## src/rtl/sr04_pkg.sv

```systemverilog
// Shared HC-SR04 definitions: filter FSM state encoding and default range limits.
// Range defaults are common to the ranging driver and its downstream filter.
package sr04_pkg;

  typedef logic [2:0] sr04_state_t;

  localparam sr04_state_t IDLE   = 3'd0;
  localparam sr04_state_t CHECK  = 3'd1;
  localparam sr04_state_t MEDIAN = 3'd2;
  localparam sr04_state_t AVG    = 3'd3;
  localparam sr04_state_t OUT    = 3'd4;

  localparam logic [15:0] SR04_MIN_MM = 16'd20;
  localparam logic [15:0] SR04_MAX_MM = 16'd4000;
  localparam logic [2:0]  SR04_LOST_N = 3'd5;

  function automatic logic sr04_in_range(input logic [15:0] d, input logic [15:0] lo,
                                         input logic [15:0] hi);
    return (d != 16'd0) && (d >= lo) && (d <= hi);
  endfunction

endpackage

```

## src/rtl/median3.sv

```systemverilog
// Combinational unsigned median of three 16-bit values.
// Zero latency; no flow control.
module median3 (
  input  logic [15:0] a_i,
  input  logic [15:0] b_i,
  input  logic [15:0] c_i,
  output logic [15:0] med_o
);

  logic [15:0] lo_ab;
  logic [15:0] hi_ab;

  assign lo_ab = (a_i < b_i) ? a_i : b_i;
  assign hi_ab = (a_i < b_i) ? b_i : a_i;
  // c below the pair -> low of pair, above -> high of pair, else c itself.
  assign med_o = (c_i < lo_ab) ? lo_ab : ((c_i > hi_ab) ? hi_ab : c_i);

endmodule

```

## src/rtl/sr04_dist_filter.sv

```systemverilog
// Range check, 3-tap median and 4-tap moving average on HC-SR04 distance samples.
// Result 4 edges after an accepted sample, 2 after a rejected one; pulses arriving mid-sequence are dropped.
module sr04_dist_filter
  import sr04_pkg::*;
#(
  parameter logic [15:0] MIN_MM = SR04_MIN_MM,
  parameter logic [15:0] MAX_MM = SR04_MAX_MM,
  parameter logic [2:0]  LOST_N = SR04_LOST_N
) (
  input  logic        CLK,
  input  logic        RST,
  input  logic        Dat_Rdy_Sig,
  input  logic [15:0] Dist_mm,
  output logic        Filt_Rdy,
  output logic [15:0] Filt_mm,
  output logic        Dist_Valid,
  output logic        Lost
);

  sr04_state_t state_q;
  logic [15:0] samp_q;
  logic [2:0]  miss_q;
  logic        empty_q;
  logic        lost_q;
  logic        valid_q;
  logic [15:0] med_tap_q [3];
  logic [15:0] avg_buf_q [4];
  logic [17:0] sum_q;
  logic [1:0]  wr_q;
  logic [15:0] med_q;

  logic        filt_rdy_q;
  logic [15:0] filt_q;
  logic        dist_valid_q;
  logic        lost_out_q;

  logic        samp_ok_d;
  logic [2:0]  miss_d;
  logic [15:0] med_d;
  logic [17:0] sum_d;

  assign samp_ok_d = sr04_in_range(samp_q, MIN_MM, MAX_MM);
  assign miss_d    = (miss_q == 3'd7) ? 3'd7 : miss_q + 3'd1;
  // Running sum stays exact: the slot being removed is always part of sum_q.
  assign sum_d     = sum_q - {2'b00, avg_buf_q[wr_q]} + {2'b00, med_q};

  median3 u_median3 (
    .a_i  (med_tap_q[0]),
    .b_i  (med_tap_q[1]),
    .c_i  (med_tap_q[2]),
    .med_o(med_d)
  );

  always_ff @(posedge CLK or posedge RST) begin
    if (RST) begin
      state_q      <= IDLE;
      samp_q       <= '0;
      miss_q       <= '0;
      empty_q      <= 1'b1;
      lost_q       <= 1'b1;
      valid_q      <= 1'b0;
      sum_q        <= '0;
      wr_q         <= '0;
      med_q        <= '0;
      filt_rdy_q   <= 1'b0;
      filt_q       <= '0;
      dist_valid_q <= 1'b0;
      lost_out_q   <= 1'b1;
      for (int i = 0; i < 3; i++) med_tap_q[i] <= '0;
      for (int i = 0; i < 4; i++) avg_buf_q[i] <= '0;
    end else begin
      filt_rdy_q <= 1'b0;
      case (state_q)
        IDLE: begin
          if (Dat_Rdy_Sig) begin
            samp_q  <= Dist_mm;
            state_q <= CHECK;
          end
        end
        CHECK: begin
          if (samp_ok_d) begin
            miss_q  <= '0;
            lost_q  <= 1'b0;
            valid_q <= 1'b1;
            if (empty_q) begin
              // Fresh history: prefill so the first output equals the sample.
              for (int i = 0; i < 3; i++) med_tap_q[i] <= samp_q;
              for (int i = 0; i < 4; i++) avg_buf_q[i] <= samp_q;
              sum_q   <= {samp_q, 2'b00};
              empty_q <= 1'b0;
            end else begin
              med_tap_q[2] <= med_tap_q[1];
              med_tap_q[1] <= med_tap_q[0];
              med_tap_q[0] <= samp_q;
            end
            state_q <= MEDIAN;
          end else begin
            miss_q  <= miss_d;
            valid_q <= 1'b0;
            if (miss_d >= LOST_N) begin
              lost_q  <= 1'b1;
              empty_q <= 1'b1;
            end
            state_q <= OUT;
          end
        end
        MEDIAN: begin
          med_q   <= med_d;
          state_q <= AVG;
        end
        AVG: begin
          sum_q           <= sum_d;
          avg_buf_q[wr_q] <= med_q;
          wr_q            <= wr_q + 2'd1;
          state_q         <= OUT;
        end
        OUT: begin
          filt_rdy_q   <= 1'b1;
          dist_valid_q <= valid_q;
          lost_out_q   <= lost_q;
          if (valid_q) filt_q <= sum_q[17:2];
          state_q <= IDLE;
        end
        default: state_q <= IDLE;
      endcase
    end
  end

  assign Filt_Rdy   = filt_rdy_q;
  assign Filt_mm    = filt_q;
  assign Dist_Valid = dist_valid_q;
  assign Lost       = lost_out_q;

endmodule
```

## config.mk

```make
export PLATFORM = sky130hd
export DESIGN_NAME = sr04_dist_filter
export DESIGN_NICKNAME = d
export VERILOG_FILES = /design/src/rtl/sr04_pkg.sv /design/src/rtl/median3.sv /design/src/rtl/sr04_dist_filter.sv
export SDC_FILE = /design/constraint.sdc
export NUM_CORES = 1
export LEC_CHECK = 0
export CORE_MARGIN = 3
export CORE_UTILIZATION = 49
export CTS_CLUSTER_DIAMETER = 150
export DETAILED_ROUTE_END_ITERATION = 16
export PLACE_DENSITY_LB_ADDON = 0.05
export SYNTH_ARGS = -nofsm -noshare
export SYNTH_HDL_FRONTEND = slang
export SYNTH_HIERARCHICAL = 1
export SYNTH_SLANG_ARGS = --single-unit
export TNS_END_PERCENT = 1
```

## constraint.sdc

```tcl
create_clock -name CLK -period 13.9 [get_ports CLK]
set_input_delay 3.475 -clock CLK [delete_from_list [all_inputs] [get_ports CLK]]
set_output_delay 3.475 -clock CLK [all_outputs]
set_load 0.05 [all_outputs]
```

# Word level (Yosys, flattened, before mapping)

Cells that the tools add are included.

Register bits: 191
Input port bits: 19
Output and inout port bits: 19
Logic and storage cells: 78

Add/subtract/negate cells: 4
Order comparisons: 8
Equal/unequal tests: 8
Mux-type cells: 26
Bitwise gates (word level): 1
Reductions and logical operators: 12

Operators by type and width:

| kind                 | count |
|---|---|
| $mux 64              | 2 |
| $pmux 64 s2          | 1 |
| $mux 16              | 7 |
| $bwmux 64            | 1 |
| $mux 18              | 2 |
| $pmux 18 s2          | 1 |
| $bmux 16 s2          | 1 |
| $demux 16 s2         | 1 |
| $lt 16x16->1         | 2 |
| $mux 32              | 1 |
| $add 18x16->18       | 1 |
| $sub 18x16->18       | 1 |
| $ge 16x5->1 const B  | 1 |
| $gt 16x16->1         | 1 |
| $le 16x12->1 const B | 1 |
| $reduce_bool 16->1   | 1 |
| $mux 3               | 4 |
| $pmux 3 s4           | 1 |
| $reduce_and 2->1     | 4 |
| $eq 3x2->1 const B   | 2 |
| $eq 3x3->1 const B   | 2 |
| $ge 3x3->1 const B   | 2 |
| $ne 2x2->1 const B   | 3 |
| $mux 1               | 4 |
| other kinds (9)      | 12 |

# Longest topological paths before layout

Gate-level depths: netlist (run 1).

Word-level depth: 7
Mapped depth: 22
Mapped depth without buffers: 18

# Modules after synthesis

The synthesis (run 1) kept the hierarchy.

Modules (own cells, without submodules):

| module           | instances | cells an instance | area an instance (um^2) | sequential area each (um^2) |
|---|---|---|---|---|
| sr04_dist_filter | 1         | 947               | 9660.5                  | 4782.1 |
| median3          | 1         | 258               | 1903.1                  | 0.0 |

# Least setup slack after synthesis (run 1)

OpenSTA, ideal clock, no wires.

Path kind: input-to-reg
Start: input Dat_Rdy_Sig
End: register samp_q[0]
Setup time: 125 ps
Data arrival time: 5030 ps
Required time: 13775 ps
Setup slack: 8745 ps
Stages: 3
Path buffers: 1
Path through: nor4b_1 clkbuf_1 mux2_2

Cells in the longest elaborated chain, start to end: 1

Ends and longest elaborated chain:

| item                       | line                   | text |
|---|---|---|
| start, declared            | sr04_dist_filter.sv:12 | `input logic Dat_Rdy_Sig,` |
| $reduce_and 2->1 (no line) | n/a                    |  |
| end signal, assigned       | sr04_dist_filter.sv:76 | `samp_q <= Dist_mm;` |
| end, declared              | sr04_dist_filter.sv:21 | `logic [15:0] samp_q;` |

Every way passes these cells.
A chain may end at the register's enable or synchronous reset.

# Final worst setup path (run 1)

Start: register med_tap_q[23] (netlist bit)
End: register med_q[0]

Cells in the longest elaborated chain, start to end: 5
Elaborated cells between the ends (all ways): 7
Those cells by class: order compare (3); mux (4)

Ends and longest elaborated chain:

| item                 | line                         | text |
|---|---|---|
| start, declared      | sr04_dist_filter.sv:26       | `logic [15:0] med_tap_q [3];` |
| $lt 16x16->1         | median3.sv:13, median3.sv:14 |  |
| $mux 16              | median3.sv:14                | `assign hi_ab = (a_i < b_i) ? b_i : a_i;` |
| $gt 16x16->1         | median3.sv:16                | `assign med_o = (c_i < lo_ab) ? lo_ab : ((c_i > hi_ab) ? hi_ab : c_i);` |
| $mux 16              | median3.sv:16                |  |
| $mux 16 (*)          | median3.sv:16                |  |
| named net med_d[0]   | sr04_dist_filter.sv:39       | `logic [15:0] med_d;` |
| end signal, assigned | sr04_dist_filter.sv:108      | `med_q <= med_d;` |
| end, declared        | sr04_dist_filter.sv:30       | `logic [15:0] med_q;` |

The timed path passes the listed nets; every way through them passes the cells marked *.

==> results.tsv, run 1 <==
metric	value	unit
outcome	completed	
vias	8859	
fin crit share	0.384	
Top delay family on crit path	simple AND/OR/NAND/NOR gates	
max frequency	187	MHz
Synth Area in Compound Gates	0.171	
hold-fix buffers at CTS	0	
Final Wtd Congestion	0.843	
wire length per cell	19.7	µm
Clock Path Buffers	2	
diode count	0	
largest family of logic cells by synthesized area	compound AO/OA/AOI/OAI gates	
Worst Max-Slew Pin Slew	1.05	ns
top post-synthesis cells by area	dfrtp_1 (41%), ha_1 (7.6%), mux2i_1 (6.2%), a21oi_1 (4.7%), nand2_1 (4.4%)	
Slew Limit Fails	0	
global-route wire length before repair	48.0	mm
grt ovf	0	
WL met1	14.5	mm
Worst Path Arrival	5.66	ns
Yosys reg bits	191	
Std-Cell Rows	55	
RSZ-0062 raised after global routing	false	
flop2flop setup slack	8.56	ns
Resized cells post-CTS	0	
Detailed Route Iter0 Violations	743	
Post-DRT Antenna Nets	0	
Avg Synthesized Cell Area	9.60	µm²
clk slew on worst S/H paths	0.08	ns
register area share after synthesis	0.414	
Crit Path Max Fanout	37	
share of the synthesized area in the top cell type	0.409	
initial antenna violation count	0	
Worst Hold End	avg_buf_q[45]	
simple-gate share of the synthesized area	0.115	
Post-synth EDFFs	0	
Total Neg Setup Slack	0	ns
Routed Wire Length	30.0	mm
worst path cell trace	inv_1 > ha_1 > a211oi_1 > nand3_1 > a31oi_1 > o21a_2 > mux2i_1 > ha_1 > nand3_1 > nor3_1 > nand4_1 > and2_4 > a31oi_1 > nand4_1 > nand2_1 > o21ai_0	
Detail Placement HPWL	20.5	mm
chip width	160	µm
buffers and inverters on the worst path	1	
routed wl met3	1.57	mm
Hold Crit Class	reg -> reg	
nets@finish	1302	
Critical Path Start Type	flip-flop	
pin count of the biggest net entering global routing	132	
R2R depth	16	
number of distinct library cells after synthesis	68	
crit path kind	reg -> reg	
CP max stage cell	o21a_2	
CTS Sinks	191	
ratio of cells with drive above 1 in the final layout	0.0983	
drt first pass iters	6	
Critical R2R Launch	med_tap_q[23]	
I/O pin count	38	
Synth Area in XOR/XNOR	0.00985	
Synth Net Count	1310	
number of H-tree levels	4	
met2 routed WL	13.3	mm
Die ar.	25500	µm²
Syn Inst Count	1205	
hold wc startpoint	avg_buf_q[45]	
clock latency on the worst-skew pair	0.44	ns
Async SR Flop Fraction	1.00	
Post-CTS Setup Inserts	0	
Slew HR	0.303	
synthesized cell area	11600	µm²
vias in the first global route	8416	
crit-path max cell delay	0.90	ns
Area growth, synth to finish	10.1	%
mux cell area share after synthesis	0.129	
Post-Synth Adder-Cell Area	0.104	
cts bufs inserted	17	
endpoints failing setup	0	
highest routed layer	met4	
Yosys Warn Count	6	
vias per cell	5.82	
initial core utilization	0.505	
Max Cap Viol	0	
final hold viol count	0	
top_reg_cell synth	dfrtp_1	
Worst Path Required	14.22	ns
Port Buffer Count	37	
Final Skew	0.0163	ns
worst reg2reg endpoint	med_q[0]	
core area	22900	µm²
die height	160	µm
cell taking the most area after synthesis	dfrtp_1	
CTS tree	done	
DRC viols	0	
worst hold stages	2	
Final min period	5.34	ns
Worst Setup End Kind	flip-flop	
Root Buffer	clkbuf_16	
gr usage total	0.239	
==> metal layers <==
layer | vias up | GRT usage
met2 | 242 | 0.361
met3 | 35 | 0.0397
met1 | 4355 | 0.358
met4 | 0 | 0.0657
li1 | 4227 | -
met5 | - | 0
==> placed cells by master, fill, tap and decap left out, types with 16 or more instances in the layout <==
| master | instances |
|---|---|
| a21o_1 | 25 |
| mux2_2 | 36 |
| o22ai_1 | 53 |
| ha_1 | 70 |
| dfrtp_1 | 189 |
| inv_1 | 89 |
| mux4_2 | 16 |
| a21oi_1 | 108 |
| clkdlybuf4s50_1 | 37 |
| mux2i_1 | 72 |
| nor2_1 | 81 |
| nand2_1 | 136 |
| o21ai_0 | 100 |
| clkbuf_16 | 17 |
| fa_1 | 16 |
==> worst register-to-register path, stage by stage (launching register included) <==
cell	delay, ns
dfrtp_1	0.41
inv_1	0.06
ha_1	0.33
a211oi_1	0.29
nand3_1	0.11
a31oi_1	0.29
o21a_2	0.90
mux2i_1	0.28
ha_1	0.35
nand3_1	0.16
nor3_1	0.23
nand4_1	0.69
and2_4	0.56
a31oi_1	0.21
nand4_1	0.16
nand2_1	0.08
o21ai_0	0.08
==> layout make-up <==
| cell class | count | area (µm²) |
|---|---|---|
| Clock inverter | 14 | 194 |
| Inverter | 91 | 349 |
| Fill cell | 2074 | 10200 |
| Timing Repair Buffer | 48 | 453 |
| Sequential cell | 191 | 4780 |
| Clock buffer | 18 | 439 |
| Multi-Input combinational cell | 848 | 6130 |
| Tap cell | 313 | 392 |
==> worst max-delay path by stage <==
| stage | start | to | slack [ns] | depth (start not counted) |
|---|---|---|---|---|
| 3_5_place_dp | RST | med_tap_q[20] | 8.33 | 3 |
| 2_1_floorplan | RST | Dist_Valid | 5.23 | 1 |
| 3_3_place_gp | RST | med_tap_q[20] | 8.32 | 3 |
| 6_report | med_tap_q[23] | med_q[0] | 8.56 | 16 |
| 4_1_cts | Lost | Lost | 8.66 | 1 |
| 5_1_grt | med_tap_q[23] | med_q[0] | 8.20 | 18 |
==> stage by stage <==
stage,cells,hold slack (ns),cell area (µm²),util,setup slack (ns)
floorplan,1205,0.445,11600,-,5.23
global placement,1491,0.457,12100,0.528,8.32
detailed placement,1491,0.470,12100,0.528,8.33
CTS,1523,0.488,12700,0.556,8.66
global route,1523,0.507,12700,0.556,8.20
finish,1523,0.483,12700,0.556,8.56
==> cells in the mapped netlist (all sizes together) (6+ instances only) <==
library cell and instances:
nand4 7, mux2i 72, mux4 16, o21a 8, fa 16, mux2 36, buf 16, nor3 8
a211oi 9, dfrtp 189, nor2 81, o22ai 54, and2 8, nor2b 6, nand2 137, a21o 25
nand3 10, xnor2 10, a21oi 108, clkbuf 59, ha 70, inv 91, o21ai 103
==> flip-flops by register name, indices dropped and copies added (netlist names) <==
signal / flops
med_q: 16
Filt_Rdy: 1
lost_q: 1
samp_q: 16
wr_q: 2
med_tap_q: 48
valid_q: 1
sum_q: 18
Lost: 1
state_q: 3
avg_buf_q: 64
Filt_mm: 16
miss_q: 3
Dist_Valid: 1
==> cells by family (layout without fill, tap and decap cells) <==
group,after synthesis,after routing
XOR/XNOR,13,13
AND/OR/NAND/NOR,291,291
adder cells (fa/ha/maj),87,87
AO/OA/AOI/OAI,333,333
buffers and inverters,166,171
flip-flops,191,191
multiplexers,124,124
Power of run 1 is not shown: default switching activity piles up to over one toggle a cycle in this logic, so the estimate is an artifact.
==> run 2, diff against run 1 <==
==> constraint.sdc (replaced) <==
create_clock -name CLK -period 5.2 [get_ports CLK]
set_input_delay 1.3 -clock CLK [delete_from_list [all_inputs] [get_ports CLK]]
set_output_delay 1.3 -clock CLK [all_outputs]
set_load 0.05 [all_outputs]
==> results.tsv, run 2 (synthesized netlist as in run 1, its figures left out) <==
metric	value	unit	change
outcome	completed		unchanged
chip width	160	µm	unchanged
core area	22900	µm²	unchanged
max reg flops	64		unchanged
Resized cells post-CTS	0		unchanged
RSZ-0062 raised after global routing	false		unchanged
die height	160	µm	unchanged
CP max stage cell	nand4_1		was o21a_2
crit-path max cell delay	0.67	ns	was 0.90 ns
grt ovf	0		unchanged
worst path cell trace	ha_1 > a211oi_1 > nand3_1 > a31oi_1 > o21a_2 > buf_4 > mux2i_1 > ha_1 > nand3_1 > nor3_1 > nand4_1 > and2_4 > a31oi_1 > nand4_1 > nand2_1 > o21ai_0		was inv_1 > ha_1 > a211oi_1 > nand3_1 > a31oi_1 > o21a_2 > mux2i_1 > ha_1 > nand3_1 > nor3_1 > nand4_1 > and2_4 > a31oi_1 > nand4_1 > nand2_1 > o21ai_0
Hold Crit Class	reg -> reg		unchanged
post-layout util	0.557		was 0.556
fin crit share	0.893		was 0.384
cts bufs inserted	17		unchanged
I/O pin count	38		unchanged
Clock Path Buffers	2		unchanged
nets@finish	1312		was 1302
Post-CTS Setup Inserts	0		unchanged
R2R depth	16		unchanged
CTS Sinks	191		unchanged
final non-filler cell total	1532		was 1523
gr usage total	0.251		was 0.239
vias in the first global route	8784		was 8416
Port Buffer Count	37		unchanged
Total Neg Setup Slack	0	ns	unchanged
Final min period	4.64	ns	was 5.34 ns
Slew Limit Fails	0		unchanged
hold-fix buffers at CTS	0		unchanged
ratio of cells with drive above 1 in the final layout	0.105		was 0.0983
worst reg2reg endpoint	med_q[0]		unchanged
wire length per cell	20.5	µm	was 19.7 µm
Slew HR	0.463		was 0.303
crit path kind	reg -> reg		unchanged
Area growth, synth to finish	10.5	%	was 10.1%
Final Wtd Congestion	0.907		was 0.843
max frequency	215	MHz	was 187 MHz
Routed Wire Length	31.3	mm	was 30.0 mm
Root Buffer	clkbuf_16		unchanged
global-route wire length before repair	50.3	mm	was 48.0 mm
commonest non-fill, non-tap cell in the layout	dfrtp_1		unchanged
Std-Cell Rows	55		unchanged
Crit Path Max Fanout	18		was 37
clock latency on the worst-skew pair	0.45	ns	was 0.44 ns
endpoints failing setup	0		unchanged
Post-DRT Antenna Nets	0		unchanged
Worst Path Arrival	4.95	ns	was 5.66 ns
Worst Max-Slew Pin Slew	0.804	ns	was 1.05 ns
vias per cell	5.86		was 5.82
initial antenna violation count	0		unchanged
Critical R2R Launch	med_tap_q[39]		was med_tap_q[23]
most frequent cells in the layout	dfrtp_1 (189), nand2_1 (136), a21oi_1 (108), o21ai_0 (100), inv_1 (89)		unchanged
CTS tree	done		unchanged
Critical Path Start Type	flip-flop		unchanged
worst hold margin	0.481	ns	was 0.483 ns
initial core utilization	0.505		unchanged
register with the most flip-flops	avg_buf_q		unchanged
pin count of the biggest net entering global routing	143		was 132
diode count	0		unchanged
DRC viols	0		unchanged
Worst Hold End	avg_buf_q[44]		was avg_buf_q[45]
drt first pass iters	5		was 6
Detail Placement HPWL	22.0	mm	was 20.5 mm
Die ar.	25500	µm²	unchanged
Detailed Route Iter0 Violations	734		was 743
vias	8980		was 8859
flop2flop setup slack	0.56	ns	was 8.56 ns
DP Cell Count	1501		was 1491
Largest regs	avg_buf_q x64, med_tap_q x48, sum_q x18		unchanged
number of H-tree levels	4		unchanged
clk slew on worst S/H paths	0.08	ns	about the same
Max Cap Viol	0		unchanged
final hold viol count	0		unchanged
worst hold stages	2		unchanged
Final Skew	0.0196	ns	was 0.0163 ns
hold wc startpoint	avg_buf_q[44]		was avg_buf_q[45]
Worst Path Required	5.51	ns	was 14.22 ns
Worst Setup End Kind	flip-flop		unchanged
==> run 2: cell count changes in the layout (fill, tap and decap cells not counted) <==
cell,before,now
inv_6,1,5
buf_4,11,20
clkinv_2,0,1
buf_12,0,1
inv_8,7,3
clkinv_8,2,1
bufinv_16,2,1
==> run 2: worst max-delay path by stage <==
stage                       start        end  slack (ns)  cells after the start
finish              med_tap_q[39]   med_q[0]        0.56                     16
global route        med_tap_q[23]   med_q[0]        0.21                     19
CTS                 med_tap_q[23]   med_q[0]        0.68                     17
detailed placement  med_tap_q[23]   med_q[0]        0.70                     17
global placement    med_tap_q[39]   med_q[0]        0.77                     16
floorplan                 wr_q[0]  sum_q[14]        0.82                     13
==> run 2: cell type report <==
type	count	area, µm²
clock buffers	18	439
clock inverters	13	146
fillers	2059	10100
inverters	91	345
multi-input cells	848	6130
flip-flops and latches	191	4780
well taps	313	392
repair buffers	58	541
==> run 2: worst max-delay path: cells and delay by family (launching register included) <==
| family | cells | cell delay, ns |
|---|---|---|
| multiplexers | 1 | 0.37 |
| flip-flops | 1 | 0.43 |
| buffers and inverters | 1 | 0.28 |
| AND/OR/NAND/NOR | 7 | 1.90 |
| adder cells (fa/ha/maj) | 2 | 0.54 |
| AO/OA/AOI/OAI | 5 | 0.99 |
==> run 2: per-stage QoR <==
| stage | worst slack, ns | cell area (µm²) |
|---|---|---|
| floorplan | 0.820 | 11600 |
| global placement | 0.766 | 12200 |
| detailed placement | 0.705 | 12200 |
| finish | 0.559 | 12800 |
| global route | 0.212 | 12800 |
| CTS | 0.677 | 12800 |
==> run 2: metal layers <==
metal,vias to the layer above,share of wire,GRT usage
met5,-,0,0
met4,0,0.015,0.0585
met3,42,0.054,0.0436
met2,242,0.44,0.382
met1,4449,0.49,0.376
li1,4247,-,-
Power of run 2 is left out for the same reason.
